`src/rtl/signed_minmax_tracker.sv`:
```
// Per-frame running signed min/max and saturating sample count, presented on a registered valid/ready result.
// Optional: define MINMAX_IDX_EN to also report the in-frame positions of the min and max samples.
module signed_minmax_tracker #(
   parameter int DATA_W = 4,
   parameter int CNT_W  = 4
) (
   input  logic              clk,
   input  logic              rst_n,
   input  logic              in_valid,
   output logic              in_ready,
   input  logic [DATA_W-1:0] in_data,
   input  logic              in_last,
   output logic              out_valid,
   input  logic              out_ready,
   output logic [DATA_W-1:0] out_min,
   output logic [DATA_W-1:0] out_max,
   output logic [CNT_W-1:0]  out_count,
   output logic              out_ovf
`ifdef MINMAX_IDX_EN
   ,
   output logic [CNT_W-1:0]  out_min_idx,
   output logic [CNT_W-1:0]  out_max_idx
`endif
);

   typedef enum logic [1:0] {IDLE, ACCUM, HOLD} state_t;

   state_t           state;
   logic             accept;
   logic             count_full;
   logic [CNT_W-1:0] count_next;

   assign accept     = in_valid & in_ready;
   assign count_full = (out_count == '1);
   assign count_next = count_full ? out_count : out_count + CNT_W'(1);

   // Sign bit decides first; equal signs fall back to an unsigned compare of all bits.
   function automatic logic is_less(input logic [DATA_W-1:0] s, input logic [DATA_W-1:0] r);
      if (s[DATA_W-1] != r[DATA_W-1]) return s[DATA_W-1];
      return s < r;
   endfunction

   always_ff @(posedge clk or negedge rst_n) begin
      if (!rst_n) begin
         state     <= IDLE;
         in_ready  <= 1'b1;
         out_valid <= 1'b0;
         out_min   <= '0;
         out_max   <= '0;
         out_count <= '0;
         out_ovf   <= 1'b0;
`ifdef MINMAX_IDX_EN
         out_min_idx <= '0;
         out_max_idx <= '0;
`endif
      end else begin
         case (state)
            IDLE: begin
               if (accept) begin
                  out_min   <= in_data;
                  out_max   <= in_data;
                  out_count <= CNT_W'(1);
                  out_ovf   <= 1'b0;
`ifdef MINMAX_IDX_EN
                  out_min_idx <= '0;
                  out_max_idx <= '0;
`endif
                  if (in_last) begin
                     state     <= HOLD;
                     in_ready  <= 1'b0;
                     out_valid <= 1'b1;
                  end else begin
                     state <= ACCUM;
                  end
               end
            end
            ACCUM: begin
               if (accept) begin
                  // The pre-increment count is this sample's position, already saturated.
                  if (is_less(in_data, out_min)) begin
                     out_min <= in_data;
`ifdef MINMAX_IDX_EN
                     out_min_idx <= out_count;
`endif
                  end
                  if (is_less(out_max, in_data)) begin
                     out_max <= in_data;
`ifdef MINMAX_IDX_EN
                     out_max_idx <= out_count;
`endif
                  end
                  out_count <= count_next;
                  if (count_full) out_ovf <= 1'b1;
                  if (in_last) begin
                     state     <= HOLD;
                     in_ready  <= 1'b0;
                     out_valid <= 1'b1;
                  end
               end
            end
            HOLD: begin
               if (out_ready) begin
                  state     <= IDLE;
                  out_valid <= 1'b0;
                  in_ready  <= 1'b1;
               end
            end
            default: begin
               state     <= IDLE;
               in_ready  <= 1'b1;
               out_valid <= 1'b0;
            end
         endcase
      end
   end

endmodule

```
`config.mk`:
```
export PLATFORM = sky130hd
export DESIGN_NAME = signed_minmax_tracker
export DESIGN_NICKNAME = d
export VERILOG_FILES = /design/src/rtl/signed_minmax_tracker.sv
export SDC_FILE = /design/constraint.sdc
export NUM_CORES = 1
export LEC_CHECK = 0
export BUFFER_PORTS_ARGS = -buffer_cell sky130_fd_sc_hd__buf_2
export CORE_ASPECT_RATIO = 1.2
export CORE_MARGIN = 2
export CORE_UTILIZATION = 51
export CTS_CLUSTER_DIAMETER = 120
export DETAILED_ROUTE_END_ITERATION = 10
export GPL_TIMING_DRIVEN = 0
export PLACE_DENSITY = 0.77
export SETUP_SLACK_MARGIN = 0.05
export SKIP_CTS_REPAIR_TIMING = 1
export SLEW_MARGIN = 20
export SYNTH_ARGS = -nofsm -noshare
export SYNTH_HDL_FRONTEND = slang
export SYNTH_SLANG_ARGS = --single-unit
```
`constraint.sdc`:
```
create_clock -name clk -period 1.97 [get_ports clk]
set_clock_uncertainty 0.15 [all_clocks]
set_input_delay 0.0985 -clock clk [delete_from_list [all_inputs] [get_ports clk]]
set_output_delay 0.0985 -clock clk [all_outputs]
set_load 0.01 [all_outputs]
```
==> impl_metrics.yaml <==
setup_path:
  path_delay_family: "flip-flops"
  critPathKind: "reg -> reg"
  worstPathCellList: "clkbuf_2 > nand3_2 > a41oi_4 > buf_4 > mux2i_1"
  critPathRequiredTime_ns: 2.04
  r2r_start: "in_ready"
  slowest_stage: "dfstp_2"
  startpoint: "in_ready"
  critPathMaxFanout: 8
  cp-end-kind: "register"
  critPathLaunchType: "register"
  slowest_delay_ns: 0.54
  crit_arrival_ns: 1.91
  critPathBufInv: 2
cts:
  insertion_delay_ns: 0.30
  max-clock-path-buffers: 2
  cts_tree: "yes"
  h-tree-depth: 1
  cts_made_buffers: 3
  cts.clk_slew.worst_paths_ns: 0.11
  cts_num_sinks: 17
  cts_root_buf: "clkbuf_4"
logic_synthesis:
  synth-edff-count: 0
  synth_cells: 89
  synth_warnings: 0
  synth_flop_cell: "dfrtp_1"
  yosysUniqueCellTypes: 29
  syn-num-nets: 105
  synth_most_common_cell: "dfrtp_1"
  synthTopCellsByArea: "dfrtp_1 42%, ha_1 9.3%, mux2_2 4.8%, o21ai_0 3.7%, mux2i_1 3.2%"
  synth-seq-cells: 17
  synthesis.area_sq_um: 945
  synth_area_leader_cell: "dfrtp_1"
  synth-seq-area-share_pct: 45.2
  synth_common_cells: "16 x dfrtp_1, 7 x ha_1, 7 x inv_1, 7 x nor2_1, 7 x o21ai_0"
  syn_area_per_cell_sq_um: 10.6
  synth_top_area_share_pct: 42.4
  async_reset_ff_share_pct: 100
floorplan:
  io_pins: 24
  die_w_um: 43.3
  initial_core_util_pct: 52.9
  die_area_sq_mm: 0.00221
  die_height_um: 51.1
  core_area_sq_mm: 0.00179
  placementRows: 17
run:
  maxCapViolCount: 0
layout:
  multi_input_area_sq_um: 484
  design_area_sq_mm: 0.00124
  diodes: 0
  fin_nets: 146
  drive_above_1_share_pct: 31.8
  seq_area_sq_um: 427
  fill_cells: 144
  synthToLayoutAreaGrowth_pct: 31.4
routing:
  routed_via_density: 5.46
  ant_nets: 0
  routedWlPerCell_um: 13.6
  drc_errors: 0
  drt_iter0_drc: 7
  finalWirelength_mm: 2.01
  first_pass_iters: 4
  via_count: 808
timing:
  setup_viol: 0
  worst_pin_slew_ns: 0.504
  drv_slew: 0
  relSlewSlack_pct: 66.4
  hold_viol_final: 0
  max_freq_mhz: 545
  finalCriticalPeriod_ns: 1.83
  hold_ws_ns: 0.0911
  period_share_pct: 93.1
  rsz0062_at_grt: "false"
hold_path:
  hold_path.class: "in -> async"
grt:
  grt_pass1_wl_mm: 3.04
  grt_pass1_vias: 706
  antenna_found_initial: 0
  grt_max_degree: 18
  track_usage_pct: 18.4
  grt.overflow.total: 0
place:
  dpl.hpwl_mm: 1.35
  port_buffers: 23
  place.gp.congestion: 0.741
  place_area_sq_mm: 0.00108
power_and_ir_drop:
  peakVddDrop_mv: 0.360
  p_leak_uw: 0.000608
  power.density_mw_per_mm2: 480
run_status:
  outcome: "completed"
## layout make-up
class,count,share of cell area [%]
multi-input combinational,62,39.0
sequential,17,34.4
timing repair buffer,36,19.4
inverter,7,2.12
tap,19,1.92
clock buffer,3,1.81
buffer,3,1.01
clock inverter,1,0.403
## kinds of logic after synthesis
| kind of cell | synth area share [%] |
|---|---|
| AOI/OAI and AO/OA | 17.9 |
| adders and majority gates | 9.27 |
| buffers and inverters | 4.11 |
| DFF | 45.2 |
| muxes | 9.54 |
| and+or+nand+nor | 14.0 |
## layer usage
layer / vias up / track usage [%] / share of wire (%) / routed length [um]
li1: 397 / - / - / -
met1: 386 / 22.7 / 44 / 886
met2: 19 / 31.3 / 50 / 1000
met3: 6 / 2.12 / 3.7 / 74
met4: 0 / 9.09 / 2.3 / 46
met5: - / 0 / 0 / 0
## layout by cell type (no fill, tap or decap), types with 2 or more instances in the layout
cell           instances
buf_2                 23
dfrtp_1               16
dlygate4sd3_1         11
inv_1                  7
nor2_1                 7
ha_1                   7
nand2_1                6
a21oi_1                5
o21ai_0                5
nand3_1                4
mux2_2                 4
nand2b_1               3
mux2i_1                3
clkbuf_4               3
o211ai_1               2
o21ai_1                2
buf_4                  2
## registers in the layout, summed over array words and instances, names as in the netlist
name	cells
out_valid	1
out_count	4
out_max	4
state	2
in_ready	1
out_min	4
out_ovf	1
## final timing paths
path / end / slack (ns) / cells after the start
max: out_min[1] / 0.14 / 5
min: state[0] / 0.09 / 2
max reg2reg: out_min[1] / 0.14 / 5
min reg2reg: out_ovf / 0.35 / 1
max in group asynchronous: in_ready / 1.27 / 2
min in group clk: out_min[2] / 0.22 / 4
## per-stage QoR
step                      setup WS (ns)  TNS [ns]  instances  power (uW)  util (%)
after global routing             0.0245         0        148         620      69.5
after floorplan                  0.0988         0         89         369         -
after global placement           0.0337         0        131         390      60.6
after CTS                       -0.0105   -0.0105        135         580      62.2
final                             0.136         0        148         596      69.5
after detailed placement         0.0172         0        131         391      60.6
## power by group
group	leakage [uW]	total, uW	internal [uW]	switching [uW]
registers	0.000213	349	349	0
logic	0.000377	53.9	26.8	27.2
clock network	0.0000177	193	75.7	117
No activity file was read; power rests on OpenSTA's default activity.
